`src/rtl/jt12_ch_wr_ctl.sv`:
```
// Channel register write sequencer: decodes CPU address/data writes, queues them,
// and replays each as a single-clock update strobe followed by a busy hold period.
module jt12_ch_wr_ctl #(
  parameter int NUM_CH     = 6,
  parameter int FIFO_DEPTH = 4,
  parameter int BUSY_CYC   = 8
) (
  input  logic       rst,
  input  logic       clk,
  input  logic       cen,
  input  logic       cpu_we,
  input  logic [1:0] cpu_a,
  input  logic [7:0] cpu_din,
  output logic       busy,
  output logic       ovf,
  output logic [7:0] dout,
  output logic [2:0] up_ch,
  output logic [5:0] latch_fnum,
  output logic       up_fnumlo,
  output logic       up_alg,
  output logic       up_pms
);

  localparam int PTR_W  = $clog2(FIFO_DEPTH);
  localparam int CNT_W  = PTR_W + 1;
  localparam int HOLD_W = (BUSY_CYC > 1) ? $clog2(BUSY_CYC) : 1;
  localparam logic [CNT_W-1:0]  FULL_CNT  = CNT_W'(FIFO_DEPTH);
  localparam logic [HOLD_W-1:0] HOLD_LOAD = HOLD_W'(BUSY_CYC - 1);

  typedef enum logic [1:0] {
    S_IDLE   = 2'd0,
    S_STROBE = 2'd1,
    S_HOLD   = 2'd2
  } state_t;

  state_t            state_q, state_d;
  logic [HOLD_W-1:0] hold_cnt_q, hold_cnt_d;
  logic [7:0]        addr_lat_q, addr_lat_d;
  logic              part_lat_q, part_lat_d;
  logic [PTR_W-1:0]  wr_ptr_q, wr_ptr_d;
  logic [PTR_W-1:0]  rd_ptr_q, rd_ptr_d;
  logic [CNT_W-1:0]  count_q, count_d;
  logic              ovf_q, ovf_d;
  logic [7:0]        dout_q, dout_d;
  logic [2:0]        up_ch_q, up_ch_d;
  logic [5:0]        latch_fnum_q, latch_fnum_d;
  logic              up_fnumlo_q, up_fnumlo_d;
  logic              up_alg_q, up_alg_d;
  logic              up_pms_q, up_pms_d;

  // Entry layout: {part, addr[7:0], data[7:0]}
  logic [16:0] fifo_mem_q [FIFO_DEPTH];
  logic [16:0] fifo_mem_d [FIFO_DEPTH];

  logic        push_req, push_ok, pop, full;
  logic [16:0] head;
  logic        head_part;
  logic [7:0]  head_addr, head_data;
  logic [1:0]  ch_sel;
  logic        target_ok;
  logic [2:0]  ch_idx;

  assign head      = fifo_mem_q[rd_ptr_q];
  assign head_part = head[16];
  assign head_addr = head[15:8];
  assign head_data = head[7:0];
  assign ch_sel    = head_addr[1:0];
  assign target_ok = (ch_sel != 2'd3) && ((NUM_CH == 6) || !head_part);
  assign ch_idx    = (NUM_CH == 6) ? {head_part, ch_sel} : {1'b0, ch_sel};

  assign full     = (count_q == FULL_CNT);
  assign pop      = (state_q == S_IDLE) && cen && (count_q != '0);
  assign push_req = cpu_we && cpu_a[0];
  // A pop in the same clk frees a slot, so a push into a full queue still lands
  assign push_ok  = push_req && (!full || pop);

  always_comb begin
    state_d      = state_q;
    hold_cnt_d   = hold_cnt_q;
    addr_lat_d   = addr_lat_q;
    part_lat_d   = part_lat_q;
    wr_ptr_d     = wr_ptr_q;
    rd_ptr_d     = rd_ptr_q;
    count_d      = count_q + CNT_W'(push_ok) - CNT_W'(pop);
    ovf_d        = ovf_q;
    dout_d       = dout_q;
    up_ch_d      = up_ch_q;
    latch_fnum_d = latch_fnum_q;
    up_fnumlo_d  = 1'b0;
    up_alg_d     = 1'b0;
    up_pms_d     = 1'b0;
    fifo_mem_d   = fifo_mem_q;

    if (cpu_we && !cpu_a[0]) begin
      addr_lat_d = cpu_din;
      part_lat_d = cpu_a[1];
    end

    if (push_ok) begin
      fifo_mem_d[wr_ptr_q] = {part_lat_q, addr_lat_q, cpu_din};
      wr_ptr_d             = wr_ptr_q + PTR_W'(1);
    end else if (push_req) begin
      ovf_d = 1'b1;
    end

    if (pop) begin
      rd_ptr_d = rd_ptr_q + PTR_W'(1);
    end

    case (state_q)
      S_IDLE: begin
        if (pop) begin
          state_d = S_STROBE;
          dout_d  = head_data;
          up_ch_d = ch_idx;
          if (target_ok) begin
            case (head_addr[7:2])
              6'h28:   up_fnumlo_d  = 1'b1;
              6'h29:   latch_fnum_d = head_data[5:0];
              6'h2C:   up_alg_d     = 1'b1;
              6'h2D:   up_pms_d     = 1'b1;
              default: ;
            endcase
          end
        end
      end
      S_STROBE: begin
        state_d    = S_HOLD;
        hold_cnt_d = HOLD_LOAD;
      end
      S_HOLD: begin
        if (cen) begin
          if (hold_cnt_q == '0) begin
            state_d = S_IDLE;
          end else begin
            hold_cnt_d = hold_cnt_q - HOLD_W'(1);
          end
        end
      end
      default: state_d = S_IDLE;
    endcase
  end

  always_ff @(posedge clk or posedge rst) begin
    if (rst) begin
      state_q      <= S_IDLE;
      hold_cnt_q   <= '0;
      addr_lat_q   <= '0;
      part_lat_q   <= 1'b0;
      wr_ptr_q     <= '0;
      rd_ptr_q     <= '0;
      count_q      <= '0;
      ovf_q        <= 1'b0;
      dout_q       <= '0;
      up_ch_q      <= '0;
      latch_fnum_q <= '0;
      up_fnumlo_q  <= 1'b0;
      up_alg_q     <= 1'b0;
      up_pms_q     <= 1'b0;
    end else begin
      state_q      <= state_d;
      hold_cnt_q   <= hold_cnt_d;
      addr_lat_q   <= addr_lat_d;
      part_lat_q   <= part_lat_d;
      wr_ptr_q     <= wr_ptr_d;
      rd_ptr_q     <= rd_ptr_d;
      count_q      <= count_d;
      ovf_q        <= ovf_d;
      dout_q       <= dout_d;
      up_ch_q      <= up_ch_d;
      latch_fnum_q <= latch_fnum_d;
      up_fnumlo_q  <= up_fnumlo_d;
      up_alg_q     <= up_alg_d;
      up_pms_q     <= up_pms_d;
    end
  end

  // Queue storage needs no reset; occupancy is tracked by the pointers and count
  always_ff @(posedge clk) begin
    fifo_mem_q <= fifo_mem_d;
  end

  assign busy       = (count_q != '0) | (state_q != S_IDLE);
  assign ovf        = ovf_q;
  assign dout       = dout_q;
  assign up_ch      = up_ch_q;
  assign latch_fnum = latch_fnum_q;
  assign up_fnumlo  = up_fnumlo_q;
  assign up_alg     = up_alg_q;
  assign up_pms     = up_pms_q;

endmodule

```
`config.mk`:
```
export PLATFORM = sky130hd
export DESIGN_NAME = jt12_ch_wr_ctl
export DESIGN_NICKNAME = d
export VERILOG_FILES = /design/src/rtl/jt12_ch_wr_ctl.sv
export SDC_FILE = /design/constraint.sdc
export NUM_CORES = 1
export LEC_CHECK = 0
export ABC_AREA = 1
export BUFFER_PORTS_ARGS = -buffer_cell sky130_fd_sc_hd__buf_2
export CORE_MARGIN = 10
export CORE_UTILIZATION = 50
export CTS_BUF_LIST = sky130_fd_sc_hd__clkbuf_8
export DETAILED_ROUTE_END_ITERATION = 7
export PLACE_DENSITY_LB_ADDON = 0.15
export SLEW_MARGIN = 10
export SYNTH_ARGS = -nofsm -noshare
export SYNTH_HDL_FRONTEND = slang
export SYNTH_SLANG_ARGS = --single-unit
```
`constraint.sdc`:
```
create_clock -name clk -period 3.7 [get_ports clk]
set_input_delay 0 -clock clk [delete_from_list [all_inputs] [get_ports clk]]
set_output_delay 0 -clock clk [all_outputs]
set_load 0.005 [all_outputs]
```
==> results.sh <==
export IMPL_crit_slowest_cell="sky130_fd_sc_hd__dfrtp_1"
export IMPL_overflow=0
export IMPL_tns_ns=0
export IMPL_drt_wl_cell_um=16.12
export IMPL_cts_buffers=9
export IMPL_port_buffer_count=35
export IMPL_muxShareOfSynthArea=0.02450
export IMPL_finalNonFillerCells=532
export IMPL_cts_resized=0
export IMPL_width_of_the_die_um=115.3
export IMPL_postCtsSetupRepairBufs=0
export IMPL_design_portCount=36
export IMPL_rows=34
export IMPL_final_min_period_over_clock_period=0.6509
export IMPL_kind_of_start_point_of_the_critical_path="flip-flop"
export IMPL_finalHoldViolCount=0
export IMPL_crit_path_end_kind="flip-flop"
export IMPL_drt_first_iter_violations=84
export IMPL_cts_htree_levels=3
export IMPL_grt_first_pass_wirelength_um=14030
export IMPL_cts_root_buf="sky130_fd_sc_hd__clkbuf_8"
export IMPL_syn_area_mm2=0.004544
export IMPL_run_status="finished clean"
export IMPL_total_leakage_power_nw=2.231
export IMPL_worstMarginPinSlew_ns=0.5726
export IMPL_fillCellCount=730
export IMPL_critical_path_cell_chain="nor2_4 > nand3_4 > nand2_1 > nand3_2 > ha_1 > inv_1 > ha_1 > inv_1 > fa_1 > xnor2_1 > xor2_1"
export IMPL_dp_hpwl_um=5576
export IMPL_cp_required_ns=3.96
export IMPL_final_net_count=442
export IMPL_power_total_mw=3.662
export IMPL_yosys_area_share_xor_xnor=0.007709
export IMPL_worst_clock_skew_ns=0.01120
export IMPL_whs_endpoint="wr_ptr_q[0]"
export IMPL_place_gp_congestion=0.7198
export IMPL_synth_distinct_cells=40
export IMPL_antenna_violating_nets_post_route=0
export IMPL_reg2reg_to="count_q[2]"
export IMPL_critical_path_class="flip-flop to flip-flop"
export IMPL_power_density_mw_per_mm2=712.7
export IMPL_routed_via_density=5.002
export IMPL_mean_instance_size_in_the_synthesized_netlist_um2=12.48
export IMPL_die_area_mm2=0.01330
export IMPL_vdd_ir_drop_worst_uv=351.0
export IMPL_fin_crit_ns=2.408
export IMPL_worstPathMaxFanout=10
export IMPL_hold_path_startpoint="cpu_a[0]"
export IMPL_ctsLongestPathBuffers=2
export IMPL_ys_flop_type="sky130_fd_sc_hd__edfxtp_1"
export IMPL_drv_max_cap_violation_count=0
export IMPL_seq_area_frac_synth=0.6806
export IMPL_synth_adder_area_share=0.02643
export IMPL_antenna_cells=0
export IMPL_grt_util_all_layers=0.1361
export IMPL_worst_r2r_path_depth=11
export IMPL_fp_dieH_um=115.3
export IMPL_first_global_vias=2705
export IMPL_start_util=0.5186
export IMPL_clock_fmax_mhz=415.2
export IMPL_dpl_cell_count=503
export IMPL_hold_bufs_at_cts=13
export IMPL_compound_gate_portion_of_the_synthesized_area=0.05231
export IMPL_netlist_instances=364
export IMPL_clk_latency_ns=0.37
export IMPL_layout_common_cells="68 x sky130_fd_sc_hd__edfxtp_1, 65 x sky130_fd_sc_hd__nand2_1, 44 x sky130_fd_sc_hd__nor2_1, 42 x sky130_fd_sc_hd__dfrtp_1, 35 x sky130_fd_sc_hd__buf_2"
export IMPL_reg2reg_slack_ns=1.29
export IMPL_mappedNetlistNets=387
export IMPL_detail_route_wirelength_um=8575
export IMPL_largest_net_degree_at_the_start_of_global_routing=43
export IMPL_dpl_worst_slack_ns=1.269
export IMPL_ys_async_sr_fraction=0.3818
export IMPL_timing_final_max_slew_violations=0
export IMPL_synth_seq_cells=110
export IMPL_cts_clk_slew_worst_paths_ns=0.10
export IMPL_crit_family="adder cells"
export IMPL_max_slew_margin=0.6183
export IMPL_crit_buf_inv=2
export IMPL_cts_num_sinks=110
export IMPL_hold_path_class="primary input to flip-flop"
export IMPL_crit_reg2reg_launch="state_q[0]"
export IMPL_dr_total_vias=2661
export IMPL_synth_simple_gate_area_share=0.1602
export IMPL_yosysWarningCount=0
export IMPL_antenna_violations_before_repair=0
export IMPL_rsz0062_at_grt="false"
export IMPL_layout_drive_gt1_share=0.2241
export IMPL_synth_top_family_by_area="simple AND/OR/NAND/NOR gates"
export IMPL_finalSetupViolCount=0
export IMPL_design_core_area_mm2=0.008763
export IMPL_count_of_flip_flops_with_a_built_in_enable_after_synthesis=68
export IMPL_arrival_ns=2.66
export IMPL_drc_errors=0
export IMPL_area_growth_synth_to_final_pct=13.08
export IMPL_worstHoldPathCells=3
export IMPL_clock_tree_from_tritoncts="done"
export IMPL_final_critical_path_setup_slack_ns=1.292
export IMPL_critPathMaxStageDelay_ns=0.44
export IMPL_drt_pass1_iterations=4
export IMPL_mostFrequentLayoutCell="sky130_fd_sc_hd__edfxtp_1"
[worst max-delay path by stage]
stage | start | end | slack, ns | cells past startpoint
6_report | state_q[0] | count_q[2] | 1.29 | 11
5_1_grt | count_q[1] | count_q[2] | 1.07 | 12
4_1_cts | state_q[0] | count_q[2] | 1.26 | 11
3_5_place_dp | count_q[1] | count_q[2] | 1.27 | 12
3_3_place_gp | state_q[0] | count_q[2] | 1.32 | 11
2_1_floorplan | state_q[0] | count_q[2] | 1.44 | 11
[Yosys cell counts, drive strengths merged (3+ instances only)]
| cell type | n | area [um2] |
|---|---|---|
| buf | 10 | 88.83 |
| inv | 33 | 126.4 |
| mux2 | 9 | 101.4 |
| dfrtp | 42 | 1051 |
| o21ai | 20 | 100.1 |
| nand3 | 23 | 177.7 |
| nor2 | 49 | 229.0 |
| xor2 | 3 | 26.28 |
| o22ai | 6 | 56.31 |
| a21oi | 4 | 20.02 |
| a31oi | 5 | 31.28 |
| ha | 8 | 100.1 |
| nand2 | 70 | 280.3 |
| edfxtp | 68 | 2042 |
[final cells by class]
cell class              count  area (um2)  share of cell area
flip-flops and latches    110        3093              0.6019
multi-input cells         210        1232              0.2398
repair buffers             55       357.8             0.06964
clock buffers              10       137.6             0.02678
well taps                 108       135.1             0.02630
inverters                  33       126.4             0.02459
clock inverters             6       56.30             0.01096
[power by group]
| part | leakage (nW) | internal [mW] | total, mW | switching [mW] |
|---|---|---|---|---|
| registers | 1.12 | 1.57 | 1.70 | 0.128 |
| logic | 1.00 | 0.444 | 1.26 | 0.813 |
| clock network | 0.102 | 0.325 | 0.707 | 0.382 |
| total | 2.23 | 2.34 | 3.66 | 1.32 |
[metrics by stage]
stage / hold slack (ns) / utilization / cell area, um2
finish: 0.02616 / 0.5864 / 5139
global route: 0.03427 / 0.5864 / 5139
CTS: 0.02616 / 0.5864 / 5139
detailed placement: 0.1793 / 0.5494 / 4815
global placement: 0.1757 / 0.5494 / 4815
floorplan: 0.09887 / - / 4544
[sequential cells by signal, indices dropped and copies added, names as in the netlist]
register and flops:
up_fnumlo 1, state_q 2, up_pms 1, part_lat_q 1, fifo_mem_q 68, up_ch 3
rd_ptr_q 2, up_alg 1, addr_lat_q 8, wr_ptr_q 2, latch_fnum 6, hold_cnt_q 3
ovf 1, dout 8, count_q 3
[cells by family (layout without fill, tap and decap cells)]
kind of cell / count (synthesis) / after routing
adder cells (fa/ha/maj): 9 / 9
XOR/XNOR: 4 / 4
flip-flops: 110 / 110
buffers and inverters: 44 / 104
AO/OA/AOI/OAI: 39 / 39
AND/OR/NAND/NOR: 148 / 148
multiplexers: 10 / 10
[worst min-delay path: stages]
cell and delay, ns:
sky130_fd_sc_hd__buf_2 0.12, sky130_fd_sc_hd__nand3_2 0.15, sky130_fd_sc_hd__xor2_1 0.09
[routing by layer]
layer | vias to the layer above | track usage | part of all wire
met2 | 53 | 0.2241 | 0.48
li1 | 1338 | - | -
met5 | - | 0 | 0
met1 | 1260 | 0.1725 | 0.45
met3 | 10 | 0.03333 | 0.061
met4 | 0 | 0.04455 | 0.013
Power figures use the tool's default switching activity.
